===== config.mk =====
export PLATFORM = sky130hd
export DESIGN_NAME = lane_packer_2to8_flat
export DESIGN_NICKNAME = d
export VERILOG_FILES = /design/src/rtl/lane_pkg.sv /design/src/rtl/lane_packer_2to8_if.sv /design/src/rtl/lane_wr_decoder.sv /design/src/rtl/lane_packer_2to8.sv /design/src/flat_wrapper.sv
export SDC_FILE = /design/constraint.sdc
export NUM_CORES = 1
export LEC_CHECK = 0
export ABC_AREA = 1
export CAP_MARGIN = 20
export CORE_MARGIN = 2
export CORE_UTILIZATION = 47
export CTS_BUF_LIST = sky130_fd_sc_hd__clkbuf_8
export DETAILED_ROUTE_END_ITERATION = 8
export PLACE_DENSITY = 0.77
export SLEW_MARGIN = 20
export SYNTH_ARGS = -nofsm -noshare
export SYNTH_HDL_FRONTEND = slang
export SYNTH_SLANG_ARGS = --single-unit

===== constraint.sdc =====
create_clock -name clk -period 1.22 [get_ports clk]
set_input_delay 0.244 -clock clk [delete_from_list [all_inputs] [get_ports clk]]
set_output_delay 0.244 -clock clk [all_outputs]
set_load 0.1 [all_outputs]

===== src/rtl/lane_pkg.sv =====
// Shared lane geometry and types for the 2-bit lane packer and the lane-select mux.
// Both sides import this package so that lane k always sits at [k*LANE_W +: LANE_W].
package lane_pkg;

    localparam int LANE_W = 2;
    localparam int LANES  = 4;
    localparam int WORD_W = LANES * LANE_W;
    localparam int IDX_W  = $clog2(LANES);

    typedef logic [LANE_W-1:0] lane_t;
    typedef logic [WORD_W-1:0] word_t;
    typedef logic [IDX_W-1:0]  lane_idx_t;
    typedef logic [LANES-1:0]  lane_mask_t;

endpackage


===== src/rtl/lane_packer_2to8_if.sv =====
// Symbol sink and packed-word source of lane_packer_2to8, bundled with master/slave modports.
// out_par exists only when LANE_PACKER_PARITY_EN is defined.
interface lane_packer_2to8_if
    import lane_pkg::*;
();

    logic      in_valid;
    logic      in_ready;
    lane_t     in_data;
    logic      in_last;
    logic      out_valid;
    logic      out_ready;
    word_t     out_data;
    lane_idx_t out_lanes;
`ifdef LANE_PACKER_PARITY_EN
    logic      out_par;
`endif

    modport master (
        output in_valid, in_data, in_last, out_ready,
`ifdef LANE_PACKER_PARITY_EN
        input  out_par,
`endif
        input  in_ready, out_valid, out_data, out_lanes
    );

    modport slave (
        input  in_valid, in_data, in_last, out_ready,
`ifdef LANE_PACKER_PARITY_EN
        output out_par,
`endif
        output in_ready, out_valid, out_data, out_lanes
    );

endinterface


===== src/rtl/lane_wr_decoder.sv =====
// One-hot lane write enable from the lane index, gated by the accept strobe.
// Inverse of the lane-select mux: exactly one lane is written per accepted symbol.
module lane_wr_decoder
    import lane_pkg::*;
(
    input  logic       accept,
    input  lane_idx_t  idx,
    output lane_mask_t wr_en
);

    always_comb begin
        // NOTE: default every always_comb output first so no path can infer a latch.
        wr_en = '0;
        if (accept) begin
            wr_en[idx] = 1'b1;
        end
    end

endmodule


===== src/rtl/lane_packer_2to8.sv =====
// Packs 2-bit lane symbols into 8-bit words, lanes 0..3 in order, in_last closes a word early.
// Define LANE_PACKER_PARITY_EN to add a registered even-parity bit (out_par) on the output word.
module lane_packer_2to8
    import lane_pkg::*;
(
    input  logic               clk,
    input  logic               rst_n,
    lane_packer_2to8_if.slave  bus
);

    lane_idx_t  idx;
    word_t      asm_q;
    lane_mask_t wr_en;
    word_t      packed_word;
    logic       accept;
    logic       complete;
    logic       in_ready;
    logic       out_valid_q;
    word_t      out_data_q;
    lane_idx_t  out_lanes_q;

    // Ready only depends on the output slot, so a stalled word blocks every symbol.
    assign in_ready = !out_valid_q || bus.out_ready;
    assign accept   = bus.in_valid && in_ready;
    assign complete = accept && ((idx == lane_idx_t'(LANES - 1)) || bus.in_last);

    lane_wr_decoder u_wr_decoder (
        .accept (accept),
        .idx    (idx),
        .wr_en  (wr_en)
    );

    // Word as it would leave: assembly plus the incoming symbol, lanes above idx forced to 0.
    always_comb begin
        packed_word = '0;
        for (int k = 0; k < LANES; k++) begin
            if (lane_idx_t'(k) <= idx) begin
                packed_word[k*LANE_W +: LANE_W] = wr_en[k] ? bus.in_data
                                                           : asm_q[k*LANE_W +: LANE_W];
            end
        end
    end

    always_ff @(posedge clk or negedge rst_n) begin
        // NOTE: sequential state uses non-blocking assignments only, so every
        // register samples pre-edge values regardless of statement order.
        if (!rst_n) begin
            idx   <= '0;
            asm_q <= '0;
        end else if (complete) begin
            idx   <= '0;
            asm_q <= '0;
        end else if (accept) begin
            idx <= idx + 1'b1;
            for (int k = 0; k < LANES; k++) begin
                if (wr_en[k]) begin
                    asm_q[k*LANE_W +: LANE_W] <= bus.in_data;
                end
            end
        end
    end

    // Completion reloads the slot even while it drains, so back-to-back words have no bubble.
    always_ff @(posedge clk or negedge rst_n) begin
        if (!rst_n) begin
            out_valid_q <= 1'b0;
            out_data_q  <= '0;
            out_lanes_q <= '0;
        end else if (complete) begin
            out_valid_q <= 1'b1;
            out_data_q  <= packed_word;
            out_lanes_q <= idx;
        end else if (bus.out_ready) begin
            out_valid_q <= 1'b0;
        end
    end

`ifdef LANE_PACKER_PARITY_EN
    logic out_par_q;

    always_ff @(posedge clk or negedge rst_n) begin
        if (!rst_n) begin
            out_par_q <= 1'b0;
        end else if (complete) begin
            out_par_q <= ^packed_word;
        end
    end

    assign bus.out_par = out_par_q;
`endif

    assign bus.in_ready  = in_ready;
    assign bus.out_valid = out_valid_q;
    assign bus.out_data  = out_data_q;
    assign bus.out_lanes = out_lanes_q;

endmodule


===== src/flat_wrapper.sv =====
// flat-port wrapper written by rule: the top's interface ports become plain ports
module lane_packer_2to8_flat import lane_pkg::*;
  (clk, rst_n, bus_in_valid, bus_in_data, bus_in_last, bus_out_ready, bus_in_ready, bus_out_valid, bus_out_data, bus_out_lanes);
  lane_packer_2to8_if bus_i ();
  input  logic clk;
  input  logic rst_n;
  input wire logic [$bits(bus_i.in_valid)-1:0] bus_in_valid;
  input wire logic [$bits(bus_i.in_data)-1:0] bus_in_data;
  input wire logic [$bits(bus_i.in_last)-1:0] bus_in_last;
  input wire logic [$bits(bus_i.out_ready)-1:0] bus_out_ready;
  output wire logic [$bits(bus_i.in_ready)-1:0] bus_in_ready;
  output wire logic [$bits(bus_i.out_valid)-1:0] bus_out_valid;
  output wire logic [$bits(bus_i.out_data)-1:0] bus_out_data;
  output wire logic [$bits(bus_i.out_lanes)-1:0] bus_out_lanes;
  assign bus_i.in_valid = bus_in_valid;
  assign bus_i.in_data = bus_in_data;
  assign bus_i.in_last = bus_in_last;
  assign bus_i.out_ready = bus_out_ready;
  assign bus_in_ready = bus_i.in_ready;
  assign bus_out_valid = bus_i.out_valid;
  assign bus_out_data = bus_i.out_data;
  assign bus_out_lanes = bus_i.out_lanes;
  lane_packer_2to8 u_core (.clk(clk), .rst_n(rst_n), .bus(bus_i));
endmodule

==> flow_metrics.env <==
export IMPL_synthTopCellsByCount="40 x nand2_1, 19 x dfrtp_1, 9 x inv_1"
export IMPL_cts_buffers=3
export IMPL_wirelength_um=2240
export IMPL_finalHoldViolCount=0
export IMPL_status="finished, violations left"
export IMPL_yosys_top_cells_area="dfrtp_1 51%, nand2_1 16%, ha_1 5.4%"
export IMPL_required_ns=0.98
export IMPL_dp_hpwl_um=1460
export IMPL_grt_pass1_vias=809
export IMPL_synthDistinctLibCells=14
export IMPL_clkTransAtPathRegs_ns=0.07
export IMPL_seq_area_frac_synth_pct=51.2
export IMPL_post_synth_top_count_cell="nand2_1"
export IMPL_portBuffers=18
export IMPL_timing_hold_ws_ns=0.325
export IMPL_fin_util_pct=74.6
export IMPL_die_x_um=48.4
export IMPL_vias_per_cell=5.20
export IMPL_p_leak_nw=0.699
export IMPL_ys_flop_type="dfrtp_1"
export IMPL_drive_above_1_share_pct=34.8
export IMPL_synthCells=106
export IMPL_arrival_ns=1.08
export IMPL_antenna_left=0
export IMPL_yosys_warnings=0
export IMPL_power_mw=2.76
export IMPL_setup_viol=15
export IMPL_fin_crit_sh_pct=109
export IMPL_place_congestion=0.830
export IMPL_syn_nets=117
export IMPL_rr_startpoint="u_core.bus.out_valid$_DFFE_PN0P_"
export IMPL_grt_overflow=0
export IMPL_clk_path_buf_depth=2
export IMPL_synth_async_reset_ratio_pct=100
export IMPL_ys_ff_latch=19
export IMPL_syn_area_um2=928
export IMPL_area_growth_pct=52.8
export IMPL_crit_path_start="u_core.bus.out_valid$_DFFE_PN0P_"
export IMPL_grt_setup_unrepaired="yes"
export IMPL_maxCapViolations=0
export IMPL_root_buffer="clkbuf_8"
export IMPL_hp_class="input pin to asynchronous set/reset pin"
export IMPL_tightest_slew_ns=0.398
export IMPL_clock_sinks=19
export IMPL_track_usage_pct=21.0
export IMPL_power_density_mw_per_mm2=1940
export IMPL_worstReg2RegEnd="u_core.asm_q[0]$_DFFE_PN0P_"
export IMPL_grt_max_degree=20
export IMPL_placed_area_mm2=0.00129
export IMPL_worst_r2r_setup_slack_ns=-0.07
export IMPL_violations="negative setup slack"
export IMPL_setup_slack_ns=-0.106
export IMPL_path_max_fanout=2
export IMPL_die_h_um=48.4
export IMPL_fin_skew_ns=0.00239
export IMPL_ios=19
export IMPL_synth_top_area_share_pct=51.2
export IMPL_cts_htree_levels=1
export IMPL_clock_latency_ns=0.25
export IMPL_slew_viol_final=0
export IMPL_grt_antenna_before_repair=0
export IMPL_worstSetupEndpointType="output pin"
export IMPL_worstSetupEndpoint="bus_in_ready"
export IMPL_avgSynthCellArea_um2=8.76
export IMPL_grt_pass1_wl_um=3800
export IMPL_ff2ff_path_depth=7
export IMPL_antennaDiodeCount=0
export IMPL_relSlewSlack_pct=73.5
export IMPL_peakVddDrop_uv=1210
export IMPL_cts_hold_buffers=0
export IMPL_fill_cells=115
export IMPL_synth_edf_count=0
export IMPL_row_count=16
export IMPL_cts_tree="yes"
export IMPL_vias=842
export IMPL_first_iter_violations=22
export IMPL_die_area_mm2=0.00235
export IMPL_drc=0
export IMPL_first_pass_iters=4
export IMPL_fmax_ghz=0.754
export IMPL_nets=147
export IMPL_start_kind="flip-flop"
export IMPL_core_area_mm2=0.00190
export IMPL_final_cell_area_mm2=0.00142
export IMPL_initial_core_util_pct=48.8
export IMPL_yosys_area_top_type="dfrtp_1"
export IMPL_critical_path_class="flip-flop to output pin"
export IMPL_min_period_ns=1.33
export IMPL_wl_per_cell_um=13.8
stage by stage:
step                      cells  setup slack (ns)  setup TNS, ns
final                       162            -0.106         -0.638
after global routing        162            -0.131          -1.58
after CTS                   162            -0.111         -0.606
after detailed placement    155            -0.278          -4.14
after global placement      155            -0.217          -3.40
after floorplan             106           -0.0925         -0.909
power by group:
group          leakage (nW)  internal [mW]  switching [mW]
sequential            0.248          0.772           0.123
combinational         0.426          0.515           0.914
clock                0.0255          0.227           0.207
total                 0.699           1.51            1.24
registers in the layout, indices dropped and copies added, names as in the netlist:
| name | cells |
|---|---|
| u_core.asm_q | 6 |
| u_core.bus.out_valid | 1 |
| u_core.bus.out_data | 8 |
| u_core.bus.out_lanes | 2 |
| u_core.idx | 2 |
cell usage in the layout (no fill, tap or decap):
cell,synthesis,final
a21oi_1,4,4
buf_12,0,12
buf_4,0,6
buf_6,3,3
clkbuf_8,0,3
clkdlybuf4s50_1,0,4
clkinv_2,0,1
dfrtp_1,19,16
dfrtp_2,0,2
dfrtp_4,0,1
dlygate4sd2_1,0,2
ha_2,0,2
ha_4,0,2
inv_1,9,6
inv_2,1,4
nand2_1,40,38
nand2_2,0,2
nand2_4,1,1
nand3_1,6,4
nand3_2,0,3
nand3_4,1,1
nand4_1,6,6
nor2_1,6,5
nor2_2,0,1
nor2_4,2,2
o21ai_0,4,1
o21ai_1,0,2
o21ai_2,0,1
area by class of cell:
type / count / area [um2] / area share, %
sequential: 19 / 482 / 34.0
multi-input combinational: 75 / 443 / 31.2
timing repair buffer: 27 / 377 / 26.5
clock buffer: 3 / 41.3 / 2.91
inverter: 10 / 37.5 / 2.65
tap: 27 / 33.8 / 2.38
clock inverter: 1 / 5.00 / 0.353
layer usage:
| layer | vias up | part of all wire, % | global-route usage (%) |
|---|---|---|---|
| met2 | 25 | 51 | 33.1 |
| li1 | 397 | - | - |
| met1 | 414 | 42 | 27.1 |
| met5 | - | 0 | 0 |
| met3 | 6 | 5.9 | 5.25 |
| met4 | 0 | 1.8 | 10.5 |
logic make-up after synthesis:
| family | after synthesis | share of synthesized area (%) |
|---|---|---|
| and+or+nand+nor | 62 | 31.4 |
| DFF | 19 | 51.2 |
| buffers and inverters | 13 | 7.68 |
| AOI/OAI and AO/OA | 8 | 4.31 |
| adders and majority gates | 4 | 5.39 |
worst min-delay path by stage:
stage               cells past startpoint  slack (ns)                                  to                       from
finish                                  2        0.33  u_core.bus.out_data[5]$_DFFE_PN0P_                      rst_n
global route                            2        0.35         u_core.asm_q[3]$_DFFE_PN0P_                      rst_n
CTS                                     2        0.33  u_core.bus.out_data[6]$_DFFE_PN0P_                      rst_n
detailed placement                      1        0.50           u_core.idx[0]$_DFFE_PN0P_  u_core.idx[0]$_DFFE_PN0P_
global placement                        1        0.50           u_core.idx[0]$_DFFE_PN0P_  u_core.idx[0]$_DFFE_PN0P_
floorplan                               0       -0.05         u_core.asm_q[0]$_DFFE_PN0P_                      rst_n
repair_timing:
action / CTS / global route
setup endpoints to repair: 9 / 20
pin swaps: 3 / 4
setup buffers: 2 / 0
gates resized for setup: 14 / 8
cloned: 1 / 0
endpoints found under the hold margin: 0 / 0
critical path, cell delays in order (launching register included):
cell	delay (ns)
dfrtp_4	0.49
nand2_4	0.08
buf_6	0.10
buf_12	0.16
Note: power is estimated with default switching activity, not from simulation.
==> variant: new RTL, same settings <==
The package constant `LANES` goes from 4 to 8.
--- a/src/rtl/lane_pkg.sv
+++ b/src/rtl/lane_pkg.sv
@@ -5,3 +5,3 @@
     localparam int LANE_W = 2;
-    localparam int LANES  = 4;
+    localparam int LANES  = 8;
     localparam int WORD_W = LANES * LANE_W;
Interface: changed (resized bus_out_data and bus_out_lanes); port bits go from 19 to 28. The function was not compared with the original's and may differ.
==> variant against the unedited design <==
The flow still finishes with violations (setup timing). Clock skew is 0.012 ns higher. Routed wire length rose to 2.5 times the old value. Utilization is 6.2 points higher. Critical path depth up 4. Design area up 130%. Power grew to 2.7 times the old value. Setup slack worse by 0.23 ns. Sequential share of layout area is 3.4 points lower. Synthesized area is 110% higher. Die area rose by 96%. Sequential cell count rose by 20. Critical path type is now flip-flop to flip-flop. Highest routed layer unchanged.
==> variant: results (changes against the unedited design) <==
- Outcome: finished, violations left
- Violated checks: setup timing
- Fillers: 188 (+63%)
- Leakage power: 1.54 nW (+120%)
- Worst-skew pair later-pin latency: 0.31 ns (+0.06 ns)
- Post-route setup slack: -0.336 ns (-0.229 ns)
- Synth cell types: 21 (+7)
- Port Buffers: 27 (+9)
- DP Wirelength: 3390 um (+130%)
- Slowest stage cell, crit path: dfrtp_1
- Worst setup path start: u_core.idx[1]$_DFFE_PN0P_
- Cts bufs inserted: 5 (+2)
- Post-Synthesis Mean Instance Area: 8.15 um^2 (-7.0%)
- CP max FO: 10 (+8)
- FF-to-FF End: u_core.asm_q[11]$_DFFE_PN0P_
- Dominant cells by area after synthesis: dfrtp_1, nand2_1, nand3_1
- Vias in the first global route: 1819 (+120%)
- Top_reg_cell synth: dfrtp_1
- First-pass detailed-route iteration total: 4 (unchanged)
- Met3 usage in global routing: 6.25% (+1.0 points)
- Most instantiated cells after synthesis: nand2_1, dfrtp_1, nand3_1
- DR iter-0 viols: 187 (+750%)
- Clock transition at path regs: 0.09 ns (+0.02 ns)
- Largest net degree at the start of global routing: 20 (unchanged)
- Max stage delay on crit path: 0.44 ns (-0.05 ns)
- Share of synthesized registers carrying an async set or reset: 100% (unchanged)
- Diodes inserted: 0 (unchanged)
- Global-route wire length before repair: 8490 um (+120%)
- Worst Max-Slew Pin Slew: 0.286 ns (-0.112 ns)
- Dpl ws: -0.470 ns (-0.191 ns)
- DR vias/cell: 5.36 (+3.1%)
- Hold WS: 0.337 ns (+0.0120 ns)
- Non-filler instance count after layout: 350 (+120%)
- Met1 usage: 31.8% (+4.6 points)
- H-tree depth: 2 (+1)
- Reg2reg path depth: 7 (unchanged)
- Max VDD drop: 1610 uV (+33%)
- Share of cells above drive strength 1: 38.7% (+3.9 points)
- GP Congestion: 0.885 (+6.6%)
- Max Root-Sink Buffers: 2 (unchanged)
- DRT Wirelength: 5660 um (+150%)
- Clk_skew: 0.0142 ns (+0.0118 ns)
- Placed instance count: 333 (+110%)
- Net count after synthesis: 246 (+110%)
- Root buffer cell: clkbuf_8
- Nets: 310 (+110%)
- Met2 usage: 42.5% (+9.4 points)
- Final setup vio count: 41 (+26)
- Total GRT Usage: 25.8% (+4.8 points)
- Initial antenna violation count: 0 (unchanged)
- Register area share after synthesis: 51.0% (-0.23 points)
-- variant: changes by cell type after synthesis, moves of 4 or more --
cell,unedited run,this run
nand3_1,6,37
buf_2,0,4
o21bai_1,0,10
nor2_1,6,26
inv_1,9,18
nand4_1,6,2
dfrtp_1,19,39
nand2_1,40,72
-- variant: logic make-up after synthesis --
group,after synthesis,share of synthesized area [%]
AOI/OAI and AO/OA,21,7.52
adders and majority gates,4,2.61
buffers and inverters,28,6.73
DFF,39,51.0
and+or+nand+nor,143,32.2
-- variant: how the worst max path moves through the flow --
stage	end	slack (ns)
floorplan	u_core.bus.out_data[2]$_DFFE_PN0P_	-0.26
global placement	u_core.bus.out_data[15]$_DFFE_PN0P_	-0.43
detailed placement	u_core.bus.out_data[7]$_DFFE_PN0P_	-0.47
CTS	u_core.bus.out_data[7]$_DFFE_PN0P_	-0.26
global route	u_core.bus.out_data[11]$_DFFE_PN0P_	-0.41
finish	u_core.asm_q[11]$_DFFE_PN0P_	-0.34
-- variant: stage by stage --
step	setup TNS (ns)	area, um^2
after detailed placement	-15.82	2740
after global placement	-15.20	2740
after global routing	-12.11	3210
after CTS	-8.19	3020
after floorplan	-8.69	1960
final	-9.91	3210
-- variant: critical path, delay by kind of cell, from the launching register on --
kind                   cells  cell delay [ns]
buffers and inverters      3             0.42
AOI/OAI and AO/OA          1             0.25
DFF                        1             0.44
and+or+nand+nor            3             0.36
-- variant: timing repair --
action | 4_1_cts | 5_1_grt
hold buffers | 1 | 0
endpoints found under the setup margin | 41 | 41
buffers inserted | 4 | 2
endpoints found under the hold margin | 8 | 0
pin swaps | 9 | 12
gates cloned | 1 | 1
resized for setup | 29 | 37
-- variant: area by class of cell --
type	count	area share, %
Tap cell	50	1.95
Inverter	20	3.08
Multi-Input combinational cell	169	32.2
Clock inverter	3	2.10
Timing Repair Buffer	64	28.0
Clock buffer	5	2.14
Sequential cell	39	30.5
-- variant: power breakdown --
group	switching, mW	total (mW)	leakage (nW)	internal, mW
sequential	0.278	1.96	0.524	1.68
clock	0.484	1.30	0.0644	0.816
combinational	2.56	4.07	0.949	1.51
total	3.32	7.32	1.54	4.00
-- variant: per-layer routing --
| layer | up-vias | routed length, um |
|---|---|---|
| met2 | 83 | 2980 |
| met3 | 16 | 346 |
| met4 | 0 | 146 |
| met5 | - | 0 |
| li1 | 881 | - |
| met1 | 896 | 2190 |
